$ cat src/rtl/leaf_scan_seq.sv
// Walks every leaf of a 2-way instance tree of depth DEPTH in path order and streams
// each leaf's value (value = MUL[k]*value + path bit, per level) on a valid/ready port.
module leaf_scan_seq #(
    parameter int unsigned         DEPTH = 4,
    parameter int unsigned         WIDTH = 32,
    parameter logic [4*DEPTH-1:0]  MULS  = 16'h2344
) (
    input  logic             clk,
    input  logic             rst_n,
    input  logic             start,
    input  logic             abort,
    input  logic [WIDTH-1:0] base,
    output logic             busy,
    output logic             done,
    output logic             out_valid,
    input  logic             out_ready,
    output logic [DEPTH-1:0] out_path,
    output logic [WIDTH-1:0] out_value,
    output logic             out_last
);

    localparam int unsigned      LVL_W     = $clog2(DEPTH + 1);
    localparam logic [DEPTH-1:0] PATH_ONES = '1;

    typedef enum logic [1:0] {IDLE, CALC, EMIT, DONE} state_t;

    state_t           state, state_nxt;
    logic [WIDTH-1:0] base_q;
    logic [WIDTH-1:0] acc;
    logic [DEPTH-1:0] path;
    logic [LVL_W-1:0] level;
    logic             calc_last;
    logic             path_full;

    // MUL[k] lives in nibble k; k=0 is the outermost level.
    function automatic logic [3:0] mul_at(input logic [LVL_W-1:0] lvl);
        return 4'(MULS >> {lvl, 2'b00});
    endfunction

    // Bit of the path consumed at this level, MSB first.
    function automatic logic path_bit(input logic [DEPTH-1:0] p, input logic [LVL_W-1:0] lvl);
        return 1'((p << lvl) >> (DEPTH - 1));
    endfunction

    // Multiply-add truncated to WIDTH; overflow wraps.
    function automatic logic [WIDTH-1:0] mac_wrap(input logic [WIDTH-1:0] a,
                                                  input logic [3:0]       m,
                                                  input logic             b);
        return a * WIDTH'(m) + WIDTH'(b);
    endfunction

    assign calc_last = (level == LVL_W'(DEPTH - 1));
    assign path_full = (path == PATH_ONES);

    always_ff @(posedge clk or negedge rst_n) begin
        if (!rst_n) begin
            state <= IDLE;
        end else begin
            state <= state_nxt;
        end
    end

    always_comb begin
        state_nxt = state;
        if (abort) begin
            state_nxt = IDLE;
        end else begin
            case (state)
                IDLE:    if (start) state_nxt = CALC;
                CALC:    if (calc_last) state_nxt = EMIT;
                EMIT:    if (out_ready) state_nxt = path_full ? DONE : CALC;
                DONE:    state_nxt = IDLE;
                default: state_nxt = IDLE;
            endcase
        end
    end

    always_comb begin
        busy      = (state != IDLE);
        done      = (state == DONE);
        out_valid = (state == EMIT);
        out_last  = (state == EMIT) && path_full;
    end

    // Datapath: latched root, running accumulator, leaf path and level counter.
    always_ff @(posedge clk or negedge rst_n) begin
        if (!rst_n) begin
            base_q <= '0;
            acc    <= '0;
            path   <= '0;
            level  <= '0;
        end else if (!abort) begin
            case (state)
                IDLE: begin
                    if (start) begin
                        base_q <= base;
                        acc    <= base;
                        path   <= '0;
                        level  <= '0;
                    end
                end
                CALC: begin
                    acc   <= mac_wrap(acc, mul_at(level), path_bit(path, level));
                    level <= level + LVL_W'(1);
                end
                EMIT: begin
                    if (out_ready && !path_full) begin
                        path  <= path + DEPTH'(1);
                        acc   <= base_q;
                        level <= '0;
                    end
                end
                default: ;
            endcase
        end
    end

    assign out_path  = path;
    assign out_value = acc;

endmodule

$ cat config.mk
export PLATFORM = sky130hd
export DESIGN_NAME = leaf_scan_seq
export DESIGN_NICKNAME = d
export VERILOG_FILES = /design/src/rtl/leaf_scan_seq.sv
export SDC_FILE = /design/constraint.sdc
export NUM_CORES = 1
export LEC_CHECK = 0
export BUFFER_PORTS_ARGS = -buffer_cell sky130_fd_sc_hd__clkbuf_2
export CELL_PAD_IN_SITES_DETAIL_PLACEMENT = 0
export CELL_PAD_IN_SITES_GLOBAL_PLACEMENT = 1
export CORE_MARGIN = 1
export CORE_UTILIZATION = 45
export CTS_CLUSTER_SIZE = 28
export DETAILED_ROUTE_END_ITERATION = 8
export PLACE_DENSITY_LB_ADDON = 0.25
export SLEW_MARGIN = 20
export SYNTH_ARGS = -nofsm -noshare
export SYNTH_HDL_FRONTEND = slang
export SYNTH_SLANG_ARGS = --single-unit
$ cat constraint.sdc
create_clock -name clk -period 5.68 [get_ports clk]
set_input_delay 0.284 -clock clk [delete_from_list [all_inputs] [get_ports clk]]
set_output_delay 0.284 -clock clk [all_outputs]
set_load 0.01 [all_outputs]
==> metrics.md, run 1 <==
| Metric | Value |
|---|---|
| GRT Total Usage | `26.9%` |
| Slew Limit Fails | `0` |
| Overall die area | `16500 um^2` |
| Via count | `around 6500` |
| Final core utilization | `52.8%` |
| Drt first pass iters | `5` |
| Slew margin rel. | `28.5%` |
| Syn Inst Count | `852` |
| Seq/Total Area, Yosys | `25.4%` |
| Fin. Hold Viols | `0` |
| Comb power frac | `between 60% and 70%` |
| Routed wire per std cell | `roughly 19 um` |
| Resized Gates After CTS | `0` |
| Total core area | `~15000 um^2` |
| Run status | `finished clean` |
| Net Sw Frac | `51.3%` |
| Arr. time, crit path | `between 4000 and 5000 ps` |
| Clock buffer depth | `2` |
| Post-route worst setup slack | `1010 ps` |
| Avg Cell Area, Syn | `approximately 8.4 um^2` |
| P_int | `approximately 2.3 mW` |
| Fmax | `0.214 GHz` |
| 1st-iter DRT viols | `303` |
| Setup Crit Path Kind | `flop to flop` |
| Layout cells sized above 1 | `15.8%` |
| Cell Pwr Density | `between 500 and 600 nW/um^2` |
| Vias in the first global route | `6418` |
| Peak VDD IR | `~0.57 mV` |
| CTS Buf Count | `9` |
| Initial Util | `46.8%` |
| Post-synthesis cell type count | `61` |
| Synthesized flop and latch total | `73` |
| Clock skew | `slightly below 7 ps` |
| CTS H-tree depth | `3` |
| Die Y | `128 um` |
| Row cnt | `45` |
| Area Overhead vs Synth | `13.0%` |
| Period utilization | `82.3%` |
| Reg2reg path depth | `15` |
| Nets | `between 1000 and 1500` |
| Syn Nets | `989` |
| Wire length of the first global-routing pass | `33800 um` |
| Post-route ant nets | `0` |
| Post-Place Worst Slack | `1060 ps` |
| Antenna diode instance count | `0` |
| Worst Path Max Fanout | `18` |
| Cell depth of the worst hold path | `2` |
| Chip width | `128 um` |
| Reg power frac | `21.1%` |
| Setup total negative slack | `0 ps` |
| Total gr overflow | `0` |
| Yosys warnings | `0` |
| Slew @ Worst Pin | `approximately 1100 ps` |
| Fin crit period | `approximately 4700 ps` |
| I/O pin total | `77` |
| Clock-pin slew on the worst setup and hold paths | `70 ps` |
| CTS tree | `yes` |
| Total power | `4.80 mW` |
| Maximum capacitance violations | `0` |
| Drt total wl | `21200 um` |
| Hold Crit Class | `input pin to flop` |
| Nature of the critical path startpoint | `flop` |
| Antenna violations before repair | `0` |
| Unrepaired setup endpoints after global routing | `no` |
| Asr flop ratio synth | `100%` |
| Cell Area, Synth | `7190 um^2` |
| Ys flop type | `dfrtp_1` |
| Hold slack | `156 ps` |
| Final setup vio count | `0` |
| Skew-Pair Late Insertion Delay | `360 ps` |
| Vias per inst | `5.75` |
| CTS root buf | `clkbuf_16` |
| Power share of the clock group | `13.3%` |
| Largest net degree at the start of global routing | `74` |
| NetSw | `2.47 mW` |
| Sink Count | `73` |
| Post-synth EDFFs | `0` |
| I/O Buffers | `between 70 and 80` |
| Leakage power | `between 3 and 4 nW` |
| GP Congestion | `0.907` |
| DRC violations left | `0` |
| Critical Path Sink Type | `flop` |
| CP required | `5950 ps` |
| HPWL after DPL | `15300 um` |
-- cell families (layout without fill, tap and decap cells) --
| group | count (synthesis) | count (layout) | share of synthesized area, % |
|---|---|---|---|
| simple gates | 260 | 260 | 17.9 |
| compound gates | 201 | 201 | 19.5 |
| buf+inv | 162 | 227 | 8.55 |
| fa+ha+maj | 100 | 100 | 20.4 |
| flops | 73 | 73 | 25.4 |
| mux | 35 | 35 | 5.61 |
| xor+xnor | 21 | 21 | 2.56 |
-- routing by layer --
| metal | routed length, um | vias to the layer above | global-route usage, % |
|---|---|---|---|
| met3 | 909 | 26 | 3.20 |
| met1 | 9840 | 3233 | 36.5 |
| met5 | 0 | - | 0 |
| met2 | 10100 | 157 | 44.9 |
| li1 | - | 3067 | - |
| met4 | 348 | 0 | 8.51 |
-- synth_stat cells (3+ instances only) --
master       n  share of area, %
o21bai_1     6              0.63
a211oi_1     6              0.63
inv_1      124               6.5
and3_1       8              0.70
nand3_1      9              0.63
a21o_1      13               1.4
o22ai_1      9              0.78
o211ai_1     3              0.31
xor2_1      10               1.2
mux2_2      32               5.0
a221oi_1    29               3.5
nand4_1      6              0.52
a21oi_1     36               2.5
clkbuf_1    32               1.7
nand3b_1     3              0.31
ha_1        71                12
buf_2        5              0.35
nor2b_1      5              0.44
xnor2_1     11               1.3
o31ai_1     13               1.4
a221o_1      5              0.70
o21ai_0     40               2.8
dfrtp_1     73                25
nand2_1     80               4.2
fa_1        29               8.1
and2_1      68               5.9
a31oi_1      6              0.52
a311oi_1     3              0.37
nor3_1      11              0.77
a41oi_1      3              0.37
or3_1        5              0.44
nor2_1      57               3.0
o2111ai_1    3              0.37
-- worst paths after layout --
check                                end  startpoint  slack (ps)
min in group asynchronous     base_q[12]       rst_n         430
max in group asynchronous  out_value[29]       rst_n        4650
min reg2reg                   base_q[31]  base_q[31]         510
max                        out_value[30]    level[1]        1010
min                             state[1]       abort         160
max reg2reg                out_value[30]    level[1]        1010
-- metrics by stage --
stage                     instances  instance area, um^2
after CTS                      1126                 8080
after global placement         1110                 7760
after detailed placement       1110                 7760
final                          1128                 8120
after floorplan                 852                 7190
after global routing           1128                 8120
-- power groups by stage --
stage                     Sequential, mW  Combinational [mW]  Clock, mW
after floorplan                    0.990                2.21          0
after global placement              1.01                3.06          0
after detailed placement            1.02                3.13          0
after CTS                           1.02                3.15      0.645
after global routing                1.05                3.53      0.662
final                               1.02                3.15      0.640
-- cell usage in the layout, fill, tap and decap left out, types with 3 or more instances in the layout --
cell type,instances
inv_1,124
nand2_1,80
clkbuf_2,75
dfrtp_1,73
ha_1,71
and2_1,68
nor2_1,57
o21ai_0,40
a21oi_1,36
mux2_2,32
a221oi_1,29
fa_1,29
o31ai_1,13
a21o_1,13
nor3_1,11
xnor2_1,11
xor2_1,10
buf_4,10
o22ai_1,9
nand3_1,9
clkbuf_16,9
and3_1,8
a211oi_1,6
nand4_1,6
o21bai_1,6
a31oi_1,6
a221o_1,5
or3_1,5
nor2b_1,3
nand3b_1,3
a41oi_1,3
a311oi_1,3
o2111ai_1,3
o211ai_1,3
-- cell type report --
class | count | area (um^2)
Fill cell | 1468 | 7250
Tap cell | 211 | 264
Clock inverter | 7 | 95.1
Timing Repair Buffer | 87 | 488
Inverter | 124 | 465
Multi-Input combinational cell | 617 | 4750
Clock buffer | 9 | 225
Sequential cell | 73 | 1830
-- sequential cells by signal, summed over array words and instances (netlist names) --
| signal | count |
|---|---|
| out_value | 32 |
| out_path | 4 |
| base_q | 32 |
| state | 2 |
| level | 3 |
-- what timing repair did --
item	in CTS	in global routing
buffers inserted	0	0
endpoints found under the setup margin	0	0
hold buffers	0	1
hold endpoints to repair	0	29
-- critical path, cell delays in order, from the launching register on --
cell	delay (ps)
dfrtp_1	490
nor2b_2	710
buf_4	350
and2_1	150
ha_1	130
inv_1	50
fa_1	530
inv_1	40
ha_1	410
nand2_1	80
nor2_1	300
nand3_1	130
a311oi_1	550
o2111ai_1	220
and3_1	210
o31ai_1	230
No activity file was read; power rests on OpenSTA's default activity.
==> run 2, diff against run 1 <==
clock period = 4.3 ns   (was 5.68 ns; I/O delays follow)
==> metrics.md, run 2 (same netlist as run 1, synthesis figures left out) <==
| Metric | Value |
|---|---|
| Skew-Pair Late Insertion Delay | `350 ps` |
| GP Congestion | `0.888` |
| Final core utilization | `between 50% and 60%` |
| CTS tree | `yes` |
| Vias in the first global route | `6727` |
| I/O pin total | `77` |
| Arr. time, crit path | `around 4300 ps` |
| P_int | `3.15 mW` |
| Hold Crit Class | `input pin to flop` |
| Row cnt | `45` |
| Via count | `roughly 6600` |
| CTS Buf Count | `9` |
| Sink Count | `73` |
| Setup total negative slack | `0 ps` |
| Initial Util | `46.8%` |
| Area Overhead vs Synth | `14.7%` |
| GRT Total Usage | `27.3%` |
| Largest net degree at the start of global routing | `74` |
| CTS root buf | `clkbuf_16` |
| Most common cell after layout, fill and taps aside | `inv_1` |
| Slew @ Worst Pin | `1150 ps` |
| HPWL after DPL | `15600 um` |
| Clock-pin slew on the worst setup and hold paths | `roughly 70 ps` |
| Total core area | `15400 um^2` |
| Peak VDD IR | `0.505 mV` |
| Power share of the clock group | `roughly an eighth` |
| I/O Buffers | `76` |
| Drt total wl | `21000 um` |
| Cell Pwr Density | `between 700 and 800 nW/um^2` |
| Total gr overflow | `0` |
| CP required | `4530 ps` |
| Nets | `1064` |
| Period utilization | `93.5%` |
| 1st-iter DRT viols | `384` |
| CTS H-tree depth | `3` |
| Chip width | `around 130 um` |
| Leakage power | `4.03 nW` |
| Reg power frac | `20.7%` |
| Slew margin rel. | `23.1%` |
| Final setup vio count | `0` |
| Post-route ant nets | `0` |
| Net Sw Frac | `51.1%` |
| Vias per inst | `between 5 and 6` |
| Most frequent cells in the layout | `124 x inv_1, 80 x nand2_1, 75 x clkbuf_2` |
| Layout cells sized above 1 | `17.7%` |
| DRC violations left | `0` |
| Comb power frac | `66.9%` |
| Run status | `finished clean` |
| Unrepaired setup endpoints after global routing | `no` |
| Fin crit period | `4020 ps` |
| Worst Path Max Fanout | `29` |
| Nature of the critical path startpoint | `flop` |
| Fmax | `0.249 GHz` |
| Critical Path Sink Type | `flop` |
| Maximum capacitance violations | `0` |
| Antenna violations before repair | `0` |
| Slew Limit Fails | `0` |
| Die Y | `between 100 and 150 um` |
| NetSw | `3.30 mW` |
| Fin. Hold Viols | `0` |
| Clock buffer depth | `2` |
| Drt first pass iters | `7` |
| Overall die area | `16500 um^2` |
| Antenna diode instance count | `0` |
| Wire length of the first global-routing pass | `34500 um` |
| Setup Crit Path Kind | `flop to flop` |
| Clock skew | `13.1 ps` |
| Routed wire per std cell | `18.4 um` |
## run 2: cell count changes in the layout (fill, tap and decap cells not counted), sizes merged
cell and change:
clkinv -4, inv +2, clkinvlp +3, bufinv -1, buf +15
## run 2: through the flow
stage	setup WS (ps)	cell area (um^2)	std cells	power [mW]	hold WS, ps
6_report	278	8240	1143	6.45	90.0
5_1_grt	29.7	8240	1143	7.09	99.6
4_1_cts	45.2	8190	1141	6.44	77.3
3_5_place_dp	77.6	7890	1125	5.59	452
3_3_place_gp	170	7890	1125	5.50	435
2_1_floorplan	548	7190	852	4.23	-80.6
## run 2: final cells by class
cell class              count  area (um^2)
clock buffers               9          225
inverters                 124          465
multi-input cells         617         4790
repair buffers            102          597
well taps                 211          264
flip-flops and latches     73         1830
fillers                  1503         7130
clock inverters             7         77.6
## run 2: critical path: stages, from the launching register on
cell and delay (ps):
dfrtp_2 440, nor2_1 90, buf_12 170, and2_1 170, ha_1 270, inv_1 50
fa_1 530, inv_1 40, ha_1 370, a21o_1 230, a31o_1 210, a221o_1 370
a221o_1 360, a21oi_1 270, xor2_1 220, o22ai_1 110
## run 2: power by group through the flow
| stage | sequential [mW] | combinational (mW) | clock (mW) |
|---|---|---|---|
| after global placement | 1.32 | 4.18 | 0 |
| after global routing | 1.39 | 4.86 | 0.841 |
| final | 1.33 | 4.31 | 0.799 |
| after CTS | 1.33 | 4.29 | 0.817 |
| after floorplan | 1.31 | 2.92 | 0 |
| after detailed placement | 1.34 | 4.25 | 0 |
## run 2: worst paths after layout
| check | from | endpoint | slack, ps | cells after the start |
|---|---|---|---|---|
| min in group asynchronous | rst_n | base_q[15] | 460 | 2 |
| worst min-delay path | abort | state[1] | 90 | 2 |
| worst min register to register | base_q[6] | base_q[6] | 510 | 1 |
| max in group asynchronous | rst_n | level[2] | 3280 | 2 |
| worst max-delay path | level[2] | out_value[23] | 280 | 15 |
| worst max register to register | level[2] | out_value[23] | 280 | 15 |
## run 2: routing by layer
metal	wire [um]	vias up	GRT usage [%]	part of all wire, %
li1	-	3100	-	-
met1	9650	3271	36.2	46
met2	10100	176	45.9	48
met3	834	40	3.04	4.0
met4	451	0	10.2	2.1
met5	0	-	0	0
## run 2: what timing repair did
| action | 4_1_cts | 5_1_grt |
|---|---|---|
| buffers inserted | 0 | 1 |
| hold buffers | 0 | 1 |
| setup endpoints to repair | 0 | 12 |
| hold endpoints to repair | 0 | 73 |
| resized for setup | 0 | 8 |
==> run 3, diff against run 2 <==
CELL_PAD_IN_SITES_GLOBAL_PLACEMENT = 2   (was 1)
CORE_UTILIZATION = 37   (was 45)
==> metrics.md, run 3 (same netlist as run 1, synthesis figures left out) <==
| Metric | Value |
|---|---|
| Routed wire per std cell | `18.2 um` |
| Fmax | `0.242 GHz` |
| GRT Total Usage | `23.0%` |
| Antenna violations before repair | `0` |
| CTS tree | `yes` |
| Start of the worst register-to-register path | `level[1]` |
| Most common cell after layout, fill and taps aside | `inv_1` |
| R2R setup slack | `160 ps` |
| Skew-Pair Late Insertion Delay | `350 ps` |
| Net Sw Frac | `50.5%` |
| Total power | `roughly 6.5 mW` |
| Drt total wl | `21800 um` |
| Area Overhead vs Synth | `16.0%` |
| Slew margin rel. | `26.3%` |
| Clock buffer depth | `2` |
| CTS root buf | `clkbuf_16` |
| Final setup vio count | `0` |
| CTS Buf Count | `9` |
| GP Congestion | `0.866` |
| Reg2reg path depth | `16` |
| I/O pin total | `77` |
| Maximum capacitance violations | `0` |
| Initial Util | `a little under two fifths` |
| FF/Latch Area | `1830 um^2` |
| CTS H-tree depth | `3` |
| Via count | `6449` |
| Total gr overflow | `0` |
| Clock skew | `8.11 ps` |
| Nets | `1066` |
| Power share of the clock group | `12.6%` |
| Start point of the critical path | `level[1]` |
| Slew @ Worst Pin | `roughly 1100 ps` |
| Worst path cell trace | `nor2b_4 -> buf_12 -> and2_1 -> ha_1 -> inv_1 -> fa_1 -> inv_1 -> ha_1 -> a21o_1 -> a31o_1 -> a221oi_1 -> a21oi_2 -> a211oi_1 -> buf_4 -> o2111ai_1 -> o311ai_1` |
| Crit path buf inv count | `4` |
| Total core area | `18900 um^2` |
| Nature of the critical path startpoint | `flop` |
| Clock-pin slew on the worst setup and hold paths | `approximately 60 ps` |
| Crit path largest cell delay | `roughly 520 ps` |
| Comb power frac | `roughly two thirds` |
| Multi-input logic area | `between 4000 and 5000 um^2` |
| Hold Crit Class | `input pin to asynchronous set/reset pin` |
| Row cnt | `50` |
| Fin crit period | `roughly 4100 ps` |
| Die Y | `141 um` |
| Drt first pass iters | `5` |
| Worst Path Max Fanout | `9` |
| Fin cells | `around 1200` |
| Cell Pwr Density | `slightly below 800 nW/um^2` |
| NetSw | `3.29 mW` |
| Leakage power | `4.05 nW` |
| Chip width | `between 100 and 150 um` |
| Vias in the first global route | `6757` |
| Fill cell count | `between 1500 and 2000` |
| CP required | `4550 ps` |
| Setup Crit Path Kind | `flop to flop` |
| I/O Buffers | `76` |
| Reg-to-Reg End | `out_value[29]` |
| Slew Limit Fails | `0` |
| Antenna diode instance count | `0` |
| Run status | `finished clean` |
| Cell family with most CP delay | `compound AO/OA/AOI/OAI gates` |
| DP Cell Count | `1177` |
| Overall die area | `20000 um^2` |
| DRC violations left | `0` |
| Period utilization | `96.3%` |
| Slowest-stage cell, CP | `fa_1` |
| P_int | `3.22 mW` |
| 1st-iter DRT viols | `353` |
| Most frequent cells in the layout | `124 x inv_1, 80 x nand2_1, 75 x clkbuf_2` |
| Design area | `8330 um^2` |
| Layout cells sized above 1 | `a little under a fifth` |
| Post-DP Area | `roughly 8000 um^2` |
| Largest net degree at the start of global routing | `74` |
| Post-route ant nets | `0` |
| Arr. time, crit path | `4390 ps` |
| HPWL after DPL | `16300 um` |
| Sink Count | `73` |
| Wire length of the first global-routing pass | `35500 um` |
| Critical Path Sink Type | `flop` |
| Fin. Hold Viols | `0` |
| Peak VDD IR | `~0.48 mV` |
| Vias per inst | `5.40` |
| Reg power frac | `about a fifth` |
## run 3: what timing repair did
item                       4_1_cts  5_1_grt
setup endpoints to repair        2       14
setup buffers                    0        1
resized for setup                1        8
hold buffers                     0        0
## run 3: worst max-delay path by stage
| stage | to | slack, ps | cells past startpoint |
|---|---|---|---|
| detailed placement | out_value[29] | -20 | 15 |
| finish | out_value[29] | 160 | 16 |
| CTS | out_value[30] | 20 | 14 |
| floorplan | out_value[27] | 550 | 15 |
| global placement | out_value[29] | 120 | 15 |
| global route | out_value[29] | -0.1 | 16 |
## run 3: cell type report
cell class	instances	share of cell area (%)
Sequential cell	73	21.9
Clock inverter	4	0.601
Timing Repair Buffer	104	7.31
Inverter	124	5.58
Multi-Input combinational cell	617	57.5
Clock buffer	12	3.20
Tap cell	260	3.90
## run 3: power by group through the flow
stage                     combinational, mW  sequential, mW  clock, mW
after floorplan                        2.92            1.31          0
after global routing                   4.88            1.39      0.867
after global placement                 4.23            1.35          0
final                                  4.35            1.34      0.823
after detailed placement               4.31            1.35          0
after CTS                              4.33            1.34      0.837
## run 3: per-layer routing
metal / global-route usage, % / wire [um] / up-vias
met5: 0 / 0 / -
met4: 7.07 / 352 / 0
met3: 3.00 / 802 / 26
met2: 38.1 / 10100 / 145
met1: 31.2 / 10500 / 3174
li1: - / - / 3104
## run 3: worst register-to-register path, delay by kind of cell, from the launching register on
family                   cells  cell delay, ps
AO/OA/AOI/OAI                7            1640
adder cells (fa/ha/maj)      3            1170
buffers and inverters        4             450
flip-flops                   1             460
AND/OR/NAND/NOR              2             330
## run 3: per-stage QoR
stage	utilization (%)	hold WS, ps	setup TNS, ps	setup WS (ps)
finish	44.1	33.4	0	160
global route	44.1	84.4	-0.0990	-0.0990
CTS	43.8	72.6	0	17.4
detailed placement	42.1	445	-24.1	-24.1
global placement	42.1	437	0	118
floorplan	-	-80.6	0	548
